<file path="src/rtl/dequant_zigzag_reorder_if.sv">
// Stream and table-programming bundle for the dequantizer / zigzag reorder front end.
// The design sits on the slave modport; the producer/consumer side uses master.
interface dequant_zigzag_reorder_if #(
    parameter int N      = 8,
    parameter int COEF_W = 9,
    parameter int Q_W    = 8,
    parameter int OUT_W  = COEF_W + Q_W,
    parameter int IDX_W  = $clog2(N * N)
);
    logic                     q_we;
    logic [IDX_W-1:0]         q_addr;
    logic [Q_W-1:0]           q_data;

    logic                     in_valid;
    logic                     in_ready;
    logic signed [COEF_W-1:0] in_coef;
    logic                     in_last;

    logic                     out_valid;
    logic                     out_ready;
    logic signed [OUT_W-1:0]  out_coef;
    logic [IDX_W-1:0]         out_index;
    logic                     out_last;
    logic                     err_framing;

    modport master (
        output q_we, q_addr, q_data,
        output in_valid, in_coef, in_last,
        output out_ready,
        input  in_ready,
        input  out_valid, out_coef, out_index, out_last, err_framing
    );

    modport slave (
        input  q_we, q_addr, q_data,
        input  in_valid, in_coef, in_last,
        input  out_ready,
        output in_ready,
        output out_valid, out_coef, out_index, out_last, err_framing
    );
endinterface

</file>
<file path="src/rtl/dequant_zigzag_reorder.sv">
// Dequantizes a zigzag-ordered coefficient block and writes it into one of two
// ping-pong banks in raster order; the other bank drains through a single output register.
module dequant_zigzag_reorder #(
    parameter int N      = 8,
    parameter int COEF_W = 9,
    parameter int Q_W    = 8,
    parameter int OUT_W  = COEF_W + Q_W,
    parameter int IDX_W  = $clog2(N * N)
) (
    input  logic                    clk,
    input  logic                    rst,
    dequant_zigzag_reorder_if.slave bus
);
    localparam int              NN       = N * N;
    localparam int              RC_W     = $clog2(N);
    localparam logic [IDX_W-1:0] LAST_IDX = IDX_W'(NN - 1);
    localparam logic [RC_W-1:0]  EDGE     = RC_W'(N - 1);

    typedef enum logic [1:0] {
        B_EMPTY    = 2'd0,
        B_FILLING  = 2'd1,
        B_FULL     = 2'd2,
        B_DRAINING = 2'd3
    } bank_st_e;

    // ---------------- quantization table ----------------
    logic [Q_W-1:0] q_tab [NN];

    generate
        for (genvar gi = 0; gi < NN; gi++) begin : g_qtab
            logic [Q_W-1:0] step_q;
            always_ff @(posedge clk) begin
                if (rst) begin
                    step_q <= Q_W'(1);
                end else if (bus.q_we && (bus.q_addr == IDX_W'(gi))) begin
                    step_q <= bus.q_data;
                end
            end
            assign q_tab[gi] = step_q;
        end
    endgenerate

    // ---------------- state ----------------
    bank_st_e          bank_q [2];
    bank_st_e          bank_d [2];
    logic              wr_ptr_q, wr_ptr_d;
    logic              rd_ptr_q, rd_ptr_d;
    logic [RC_W-1:0]   row_q, row_d;
    logic [RC_W-1:0]   col_q, col_d;
    logic              dir_up_q, dir_up_d;
    logic [IDX_W-1:0]  cnt_q, cnt_d;
    logic [IDX_W-1:0]  rd_idx_q, rd_idx_d;
    logic              err_q, err_d;

    logic                    out_valid_q;
    logic signed [OUT_W-1:0] out_coef_q;
    logic [IDX_W-1:0]        out_index_q;
    logic                    out_last_q;

    logic signed [OUT_W-1:0] bank_mem [2][NN];

    logic                    in_ready_w;
    logic                    rd_avail_w;
    logic                    load_w;
    logic                    wr_fire_w;
    logic                    wr_end_w;
    logic                    rd_end_w;
    logic [IDX_W-1:0]        zz_w;
    logic signed [OUT_W-1:0] coef_ext_w;
    logic signed [OUT_W-1:0] step_ext_w;
    logic signed [OUT_W-1:0] prod_w;

    // ---------------- bank FSM: state register ----------------
    always_ff @(posedge clk) begin
        if (rst) begin
            bank_q[0] <= B_EMPTY;
            bank_q[1] <= B_EMPTY;
            wr_ptr_q  <= 1'b0;
            rd_ptr_q  <= 1'b0;
            row_q     <= '0;
            col_q     <= '0;
            dir_up_q  <= 1'b1;
            cnt_q     <= '0;
            rd_idx_q  <= '0;
            err_q     <= 1'b0;
        end else begin
            bank_q[0] <= bank_d[0];
            bank_q[1] <= bank_d[1];
            wr_ptr_q  <= wr_ptr_d;
            rd_ptr_q  <= rd_ptr_d;
            row_q     <= row_d;
            col_q     <= col_d;
            dir_up_q  <= dir_up_d;
            cnt_q     <= cnt_d;
            rd_idx_q  <= rd_idx_d;
            err_q     <= err_d;
        end
    end

    // ---------------- bank FSM: outputs (handshake qualifiers) ----------------
    always_comb begin
        in_ready_w = (bank_q[wr_ptr_q] != B_FULL) && (bank_q[wr_ptr_q] != B_DRAINING);
        rd_avail_w = (bank_q[rd_ptr_q] == B_FULL) || (bank_q[rd_ptr_q] == B_DRAINING);
        load_w     = rd_avail_w && (!out_valid_q || bus.out_ready);
        wr_fire_w  = bus.in_valid && in_ready_w;
        wr_end_w   = wr_fire_w && (cnt_q == LAST_IDX);
        rd_end_w   = load_w && (rd_idx_q == LAST_IDX);
    end

    // ---------------- bank FSM: next state ----------------
    // Writer and reader never share a bank, so both updates can land in one cycle.
    always_comb begin
        for (int b = 0; b < 2; b++) begin
            bank_d[b] = bank_q[b];
            if (wr_fire_w && (wr_ptr_q == 1'(b))) begin
                bank_d[b] = wr_end_w ? B_FULL : B_FILLING;
            end
            if (load_w && (rd_ptr_q == 1'(b))) begin
                bank_d[b] = rd_end_w ? B_EMPTY : B_DRAINING;
            end
        end
        rd_ptr_d = rd_end_w ? ~rd_ptr_q : rd_ptr_q;
        rd_idx_d = rd_idx_q;
        if (load_w) begin
            rd_idx_d = rd_end_w ? '0 : rd_idx_q + 1'b1;
        end
        err_d = err_q | (wr_fire_w && (bus.in_last != (cnt_q == LAST_IDX)));
    end

    // ---------------- zigzag walker and write counter ----------------
    always_comb begin
        row_d    = row_q;
        col_d    = col_q;
        dir_up_d = dir_up_q;
        cnt_d    = cnt_q;
        wr_ptr_d = wr_ptr_q;
        if (wr_end_w) begin
            row_d    = '0;
            col_d    = '0;
            dir_up_d = 1'b1;
            cnt_d    = '0;
            wr_ptr_d = ~wr_ptr_q;
        end else if (wr_fire_w) begin
            cnt_d = cnt_q + 1'b1;
            if (dir_up_q) begin
                if (col_q == EDGE) begin
                    row_d    = row_q + 1'b1;
                    dir_up_d = 1'b0;
                end else if (row_q == '0) begin
                    col_d    = col_q + 1'b1;
                    dir_up_d = 1'b0;
                end else begin
                    row_d = row_q - 1'b1;
                    col_d = col_q + 1'b1;
                end
            end else begin
                if (row_q == EDGE) begin
                    col_d    = col_q + 1'b1;
                    dir_up_d = 1'b1;
                end else if (col_q == '0) begin
                    row_d    = row_q + 1'b1;
                    dir_up_d = 1'b1;
                end else begin
                    row_d = row_q + 1'b1;
                    col_d = col_q - 1'b1;
                end
            end
        end
    end

    // ---------------- dequantize and store ----------------
    // Operands widened to the full output width so the low bits of the product are exact.
    assign zz_w       = IDX_W'(int'(row_q) * N + int'(col_q));
    assign coef_ext_w = {{Q_W{bus.in_coef[COEF_W-1]}}, bus.in_coef};
    assign step_ext_w = {{COEF_W{1'b0}}, q_tab[zz_w]};
    assign prod_w     = coef_ext_w * step_ext_w;

    always_ff @(posedge clk) begin
        if (wr_fire_w) begin
            bank_mem[wr_ptr_q][zz_w] <= prod_w;
        end
    end

    // ---------------- output register ----------------
    always_ff @(posedge clk) begin
        if (rst) begin
            out_valid_q <= 1'b0;
            out_coef_q  <= '0;
            out_index_q <= '0;
            out_last_q  <= 1'b0;
        end else if (load_w) begin
            out_valid_q <= 1'b1;
            out_coef_q  <= bank_mem[rd_ptr_q][rd_idx_q];
            out_index_q <= rd_idx_q;
            out_last_q  <= (rd_idx_q == LAST_IDX);
        end else if (bus.out_ready) begin
            out_valid_q <= 1'b0;
        end
    end

    assign bus.in_ready    = in_ready_w;
    assign bus.out_valid   = out_valid_q;
    assign bus.out_coef    = out_coef_q;
    assign bus.out_index   = out_index_q;
    assign bus.out_last    = out_last_q;
    assign bus.err_framing = err_q;

endmodule

</file>
<file path="src/flat_wrapper.sv">
// flat-port wrapper written by rule: the top's interface ports become plain ports
module dequant_zigzag_reorder_flat 
#(
    parameter int N      = 8,
    parameter int COEF_W = 9,
    parameter int Q_W    = 8,
    parameter int OUT_W  = COEF_W + Q_W,
    parameter int IDX_W  = $clog2(N * N)
)
  (clk, rst, bus_q_we, bus_q_addr, bus_q_data, bus_in_valid, bus_in_coef, bus_in_last, bus_out_ready, bus_in_ready, bus_out_valid, bus_out_coef, bus_out_index, bus_out_last, bus_err_framing);
  dequant_zigzag_reorder_if #(.N(N), .COEF_W(COEF_W), .Q_W(Q_W), .OUT_W(OUT_W), .IDX_W(IDX_W)) bus_i ();
  input  logic clk;
  input  logic rst;
  input wire logic [$bits(bus_i.q_we)-1:0] bus_q_we;
  input wire logic [$bits(bus_i.q_addr)-1:0] bus_q_addr;
  input wire logic [$bits(bus_i.q_data)-1:0] bus_q_data;
  input wire logic [$bits(bus_i.in_valid)-1:0] bus_in_valid;
  input wire logic [$bits(bus_i.in_coef)-1:0] bus_in_coef;
  input wire logic [$bits(bus_i.in_last)-1:0] bus_in_last;
  input wire logic [$bits(bus_i.out_ready)-1:0] bus_out_ready;
  output wire logic [$bits(bus_i.in_ready)-1:0] bus_in_ready;
  output wire logic [$bits(bus_i.out_valid)-1:0] bus_out_valid;
  output wire logic [$bits(bus_i.out_coef)-1:0] bus_out_coef;
  output wire logic [$bits(bus_i.out_index)-1:0] bus_out_index;
  output wire logic [$bits(bus_i.out_last)-1:0] bus_out_last;
  output wire logic [$bits(bus_i.err_framing)-1:0] bus_err_framing;
  assign bus_i.q_we = bus_q_we;
  assign bus_i.q_addr = bus_q_addr;
  assign bus_i.q_data = bus_q_data;
  assign bus_i.in_valid = bus_in_valid;
  assign bus_i.in_coef = bus_in_coef;
  assign bus_i.in_last = bus_in_last;
  assign bus_i.out_ready = bus_out_ready;
  assign bus_in_ready = bus_i.in_ready;
  assign bus_out_valid = bus_i.out_valid;
  assign bus_out_coef = bus_i.out_coef;
  assign bus_out_index = bus_i.out_index;
  assign bus_out_last = bus_i.out_last;
  assign bus_err_framing = bus_i.err_framing;
  dequant_zigzag_reorder #(.N(N), .COEF_W(COEF_W), .Q_W(Q_W), .OUT_W(OUT_W), .IDX_W(IDX_W)) u_core (.clk(clk), .rst(rst), .bus(bus_i));
endmodule
</file>
<file path="config.mk">
export PLATFORM = sky130hd
export DESIGN_NAME = dequant_zigzag_reorder_flat
export DESIGN_NICKNAME = d
export VERILOG_FILES = /design/src/rtl/dequant_zigzag_reorder_if.sv /design/src/rtl/dequant_zigzag_reorder.sv /design/src/flat_wrapper.sv
export SDC_FILE = /design/constraint.sdc
export NUM_CORES = 2
export LEC_CHECK = 0
export CAP_MARGIN = 10
export CORE_AREA = 2 2 612 614
export DETAILED_ROUTE_END_ITERATION = 7
export DIE_AREA = 0 0 614 616
export GPL_ROUTABILITY_DRIVEN = 1
export GPL_TIMING_DRIVEN = 0
export SETUP_SLACK_MARGIN = 0.15
export SLEW_MARGIN = 20
export SYNTH_ARGS = -nofsm -noshare
export SYNTH_HDL_FRONTEND = slang
export SYNTH_SLANG_ARGS = --single-unit
</file>
<file path="constraint.sdc">
create_clock -name clk -period 18.7 [get_ports clk]
set_input_delay 2.805 -clock clk [delete_from_list [all_inputs] [get_ports clk]]
set_output_delay 2.805 -clock clk [all_outputs]
set_load 0.03 [all_outputs]
</file>
* Yosys cells after proc, flatten, opt, wreduce, memory -nomap -nowiden
Memories as Yosys holds them, arrays and structs flattened. A register that Yosys moved wholly into a read port is not among the register bits.
Index checks and enable logic that the tools add are counted.
** Word-level totals
- Bits in registers :: 559
- Bits in latches :: 0
- RAM bits :: 2180
- Memory bits (read-only) :: 0
- Output and inout bits :: 27
- Word-level logic and storage cells :: 304
- Memories kept :: 2
** Memories
- u_core.bank_mem :: depth 2, bits a word 1088, read ports 1, clocked after Yosys merged registers in 1, wr ports 1, line dequant_zigzag_reorder.sv:60 : logic signed [OUT_W-1:0] bank_mem [2][NN];
- u_core.bank_q :: depth 2, bits a word 2, read ports 2, clocked after Yosys merged registers in 2, wr ports 2, line dequant_zigzag_reorder.sv:44 : bank_st_e bank_q [2];
** Operators by class
- $add $sub $neg :: 7
- Multiply operators :: 1
- Divide/modulo/power cells :: 0
- Magnitude comparators :: 3
- Equality and inequality tests :: 78
- Shift-type cells :: 0
- Muxes and demuxes :: 43
- Bitwise gates (word level) :: 7
- Reduce and logical (&&, ||, !) cells :: 87
** Operator list (number)
- $mux W1088 :: 1
- $eq A6 B6 Y1 const B :: 34
- $bmux W17 S6 :: 1
- $demux W17 S6 :: 1
- $eq A6 B5 Y1 const B :: 16
- $logic_and A1 B1 Y1 :: 75
- $mux W17 :: 3
- $bmux W8 S6 :: 1
- $eq A6 B4 Y1 const B :: 8
- $eq A6 B3 Y1 const B :: 4
- $mux W3 :: 8
- $mul A9 B9 Y17 :: 1
- $mux W1 :: 17
- $mux W2 :: 8
- $mux W8 :: 2
- $ge A7 B7 Y1 const B :: 2
- $not A6 Y7 :: 2
- $add A6 B1 Y6 const B :: 2
- $eq A6 B2 Y1 const B :: 2
- $ne A2 B2 Y1 const B :: 5
- $lt A7 B1 Y1 const B :: 1
- $add A3 B1 Y3 const B :: 2
- $add A6 B3 Y6 :: 1
- $eq A3 B3 Y1 const B :: 2
- 18 further kinds :: 27

* Logic depth before layout (Yosys ltp)
- Depth in word-level cells :: 8
- Gate-level depth with buffers :: 27
- Depth with buffers taken out :: 23

* Worst setup path after synthesis
Ideal clock, no wire load.
- Path kind :: input port to flip-flop
- Start :: input bus_in_coef[8]
- End :: memory u_core.bank_mem[0][1002] (netlist name), data pin
- Library setup time :: 0.927 ns
- Arrival time :: 9.999 ns
- Required time :: 17.773 ns
- Path slack :: 7.774 ns
- Stages on the path :: 16
- Buffers on the path :: 1
- Path through :: clkbuf_1 -> nand2_1 -> fa_1 -> fa_1 -> inv_1 -> fa_1 -> inv_1 -> fa_1 -> inv_1 -> ha_1 -> nor2_1 -> nor2_1 -> o211a_1 -> nor2_1 -> a211o_1 -> xnor2_1
** On the way
- Word-level cells in the longest chain between the ends :: 1
** RTL lines
- start: declaration :: line flat_wrapper.sv:18 : input wire logic [$bits(bus_i.in_coef)-1:0] bus_in_coef;
- $mul A9 B9 Y17 :: line dequant_zigzag_reorder.sv:176 : assign prod_w = coef_ext_w * step_ext_w;
- net u_core.prod_w[16] :: line dequant_zigzag_reorder.sv:71 : logic signed [OUT_W-1:0] prod_w;
- end: declaration :: line dequant_zigzag_reorder.sv:60
The timed path passes the listed nets, and every way through them passes these cells.

* Final worst setup path
- Start :: register u_core.col_q[0]
- End :: memory u_core.bank_mem[1][695] (netlist name), data pin
** On the way
- Word-level cells in the longest chain between the ends :: 6
** RTL lines
- start: declaration :: line dequant_zigzag_reorder.sv:49 : logic [RC_W-1:0] col_q, col_d;
- start signal: assignment :: line dequant_zigzag_reorder.sv:92 : col_q <= col_d;
- $add A6 B3 Y6 :: line dequant_zigzag_reorder.sv:173 : assign zz_w = IDX_W'(int'(row_q) * N + int'(col_q));
- $not A6 Y7 (implied by the code) :: line dequant_zigzag_reorder.sv:175 : assign step_ext_w = {{COEF_W{1'b0}}, q_tab[zz_w]};
- $bmux W8 S6 :: line dequant_zigzag_reorder.sv:175
- $mux W8 (implied by the code) (2 in a row) :: line dequant_zigzag_reorder.sv:175
- $mul A9 B9 Y17 :: line dequant_zigzag_reorder.sv:176
- net u_core.prod_w[15] :: line dequant_zigzag_reorder.sv:71
The timed path passes the listed nets, and every way through them passes these cells. The select of a mux whose other input is x is not followed.

==> flow_summary.toml <==
[setup_path]
required_ps = 19430
critPathLaunchType = "register"
reg2reg_slack_ps = 8420
r2r-end = "u_core.bank_mem[1][695]"
endpoint_kind = "register"
crit-reg2reg-launch = "u_core.col_q[0]"
rr_worst_depth = 27
path_max_fanout = 17
critPathKind = "reg -> reg"
crit_arrival_ps = 11010

[global_route]
grt_usage_pct = 24.09
grt_max_degree = 77
antenna_found_initial = 39
grt_pass1_wl_um = 619000
grt_pass1_vias = 69910
grt.overflow.total = 0

[final_layout]
nets = 7774
fill_cells = 34880
areaGrowthSynthToFinish_pct = 18.52
seq_area_um2 = 76630
stdcell_count = 12850
multi_input_area_um2 = 32360
final_area_um2 = 131700
utilization_pct = 35.46
layout-drive-gt1-share_pct = 19.01

[floorplanning]
die_x_um = 614
io_pins = 56
die_area_um2 = 378200
initial_utilization_pct = 29.92
fp.dieH_um = 616
core_area_um2 = 371400
rows = 224

[drt]
drt-total-wl_um = 469800
drt-initial-drc-count = 14010
routedWlPerCell_um = 36.55
viasPerCell = 5.836
vias = 75010
drtAntennaViolNets = 0
firstDrtPassIters = 8
drc = 0

[yosys]
async_flop_share_pct = 0
ys.flop_type = "edfxtp_1"
syn_nets = 7248
yosysWarnings = 0
netlist_area_um2 = 111100
syn_avg_cell_area_um2 = 15.61
ys_seq_elements = 2739
netlist_instances = 7118
synth_edf_count = 2178
seq_area_frac_synth_pct = 68.97
yosysUniqueCellTypes = 85

[timing]
fin_crit_sh_pct = 54.98
tns_ps = 0
worstMarginPinSlew_ps = 1388
rsz0062_at_grt = "false"
min_period_ps = 10280
timing.slew.headroom_pct = 5.070
finalMaxSlewViolations = 0
max_freq_ghz = 0.09726
fin_skew_ps = 86.44
hold_viol_final = 0
setup_viol = 0

[hold_path]
min_from = "u_core.g_qtab[57].step_q[3]"
min_path_type = "reg -> reg"
whs_path_depth = 2
hold_path_end = "u_core.g_qtab[57].step_q[3]"

[place]
port_buffers = 42
gp_congestion = 1.032
dpl_cell_area_um2 = 122500
hpwlAfterDp_um = 323500
placedCellCount = 12330

[power]
netSwitchingPower_uw = 4755
p_comb_share_pct = 18.3
ir_drop_mv = 0.1052
p_per_area_nw_per_um2 = 123.9
p_sw_share_pct = 29.16
seq_power_share_pct = 46.5
p_leak_uw = 0.04033
clkPwrFrac_pct = 35.2
p_int_uw = 11550

[cts]
clk_path_buf_depth = 4
cts_resized = 0
cts_hold_buf = 0
numCtsBuffers = 288
path_clk_slew_ps = 60
cts-htree-levels = 5
cts_tree = "built"
clk_latency_ps = 910
root_buffer = "clkbuf_16"
clkSinkCount = 2739
post-cts-setup-buffers = 0

[run]
cap_violations = 0

[status]
status = "finished clean"
## Yosys cell counts (all sizes together) (8+ instances only)
cell | count | area share, %
ha | 43 | 0.48
a211oi | 15 | 0.10
nor3 | 35 | 0.16
fa | 58 | 1.0
and2 | 29 | 0.16
nor2 | 379 | 1.3
xnor2 | 22 | 0.17
o211ai | 12 | 0.081
a221o | 21 | 0.19
a21oi | 399 | 1.8
dfxtp | 561 | 10
a2111oi | 9 | 0.088
mux2 | 11 | 0.11
a221oi | 145 | 1.2
or2 | 11 | 0.062
inv | 109 | 0.37
a31oi | 66 | 0.37
o21ai | 77 | 0.35
nand3 | 447 | 2.0
xor2 | 8 | 0.063
edfxtp | 2178 | 59
o22ai | 8 | 0.045
nand2b | 20 | 0.11
nand4 | 35 | 0.20
a22o | 42 | 0.33
and3 | 16 | 0.091
nor2b | 28 | 0.16
buf | 252 | 1.7
clkbuf | 255 | 0.88
mux2i | 460 | 4.1
nand2 | 597 | 2.0
a22oi | 250 | 1.7
mux4 | 434 | 8.9
## power groups by stage
stage | Clock [uW] | Combinational [uW] | Sequential, uW
CTS | 5740 | 2850 | 7590
finish | 5740 | 2980 | 7590
detailed placement | 0 | 2840 | 7720
global route | 5970 | 3000 | 7590
global placement | 0 | 2240 | 8150
floorplan | 0 | 1060 | 7900
## flip-flops by register name (all words and copies together), names as in the netlist, 2 cells and up, named ones only
signal / cells
u_core.cnt_q: 6
u_core.bus.out_coef: 17
u_core.bank_q: 2
u_core.g_qtab.step_q: 512
u_core.col_q: 3
u_core.bus.out_index: 6
u_core.bank_mem: 2176
u_core.rd_idx_q: 6
u_core.row_q: 3
## critical path, stage by stage, from the launching register on
cell and delay [ps]:
dfxtp_1 420, nor3_1 800, buf_2 570, buf_2 610
buf_2 640, buf_2 660, a22oi_1 190, nand4_1 360
a22oi_1 230, nand3_1 510, nand2_1 160, fa_1 510
fa_1 540, inv_1 50, fa_1 470, inv_1 50
fa_1 530, inv_1 60, ha_1 340, or2_2 320
a21oi_1 200, o31ai_1 130, o41ai_1 480, xnor2_2 370
buf_6 280, buf_6 210, buf_6 210, buf_8 180
## routing by layer
layer  GRT usage [%]  vias to the layer above  wire length, um
li1                -                    28860                -
met3           7.655                     1306            63250
met2           34.55                     6131           196800
met1           31.29                    38710           173200
met4           15.46                        8            36440
met5               0                        -               56
## area by class of cell
cell class	count	area share, %
Antenna cell	20	0.03801
Buffer	508	2.274
Clock buffer	394	6.101
Clock inverter	113	0.8447
Inverter	109	0.3107
Multi-Input combinational cell	3762	24.57
Sequential cell	2739	58.20
Tap cell	4972	4.724
Timing Repair Buffer	236	2.939
## worst max path at each step
| stage | cells past startpoint | endpoint | start |
|---|---|---|---|
| after floorplan | 16 | u_core.bank_mem[0][1002] | bus_in_coef[8] |
| after global placement | 18 | u_core.bank_mem[0][898] | u_core.row_q[2] |
| after detailed placement | 27 | u_core.bank_mem[0][695] | u_core.col_q[0] |
| after CTS | 27 | u_core.bank_mem[1][712] | u_core.col_q[0] |
| after global routing | 28 | u_core.bank_mem[1][900] | u_core.col_q[0] |
| final | 27 | u_core.bank_mem[1][695] | u_core.col_q[0] |
## kinds of logic (layout without fill, tap and decap cells)
group | count (synthesis) | after routing | synth area share [%]
simple gates | 1625 | 1625 | 6.509
flops | 2739 | 2739 | 68.97
compound gates | 1101 | 1101 | 6.650
xor+xnor | 30 | 30 | 0.2365
other cells | 0 | 20 | 0
fa+ha+maj | 101 | 101 | 1.529
mux | 905 | 905 | 13.12
buf+inv | 617 | 1360 | 2.981
## cells in the final DEF, fill, tap and decap left out, types with 140 or more instances in the layout
cell       synthesis  final
a21oi_1          399    399
a221oi_1         140    140
a22oi_1          250    250
clkbuf_1         252    274
clkbuf_16          0    295
dfxtp_1          561    561
edfxtp_1        2178   2178
mux2i_1          460    460
mux4_2           414    414
nand2_1          597    593
nand3_1          444    444
nor2_1           362    225
## metrics by stage
step	power (uW)	setup WS (ps)	hold slack [ps]
global placement	10390	-93.53	441.6
global route	16560	8453	469.9
detailed placement	10550	8814	446.0
finish	16310	8418	456.1
floorplan	8954	7774	436.0
CTS	16170	8806	454.3
Note: power is estimated with default switching activity, not from simulation.
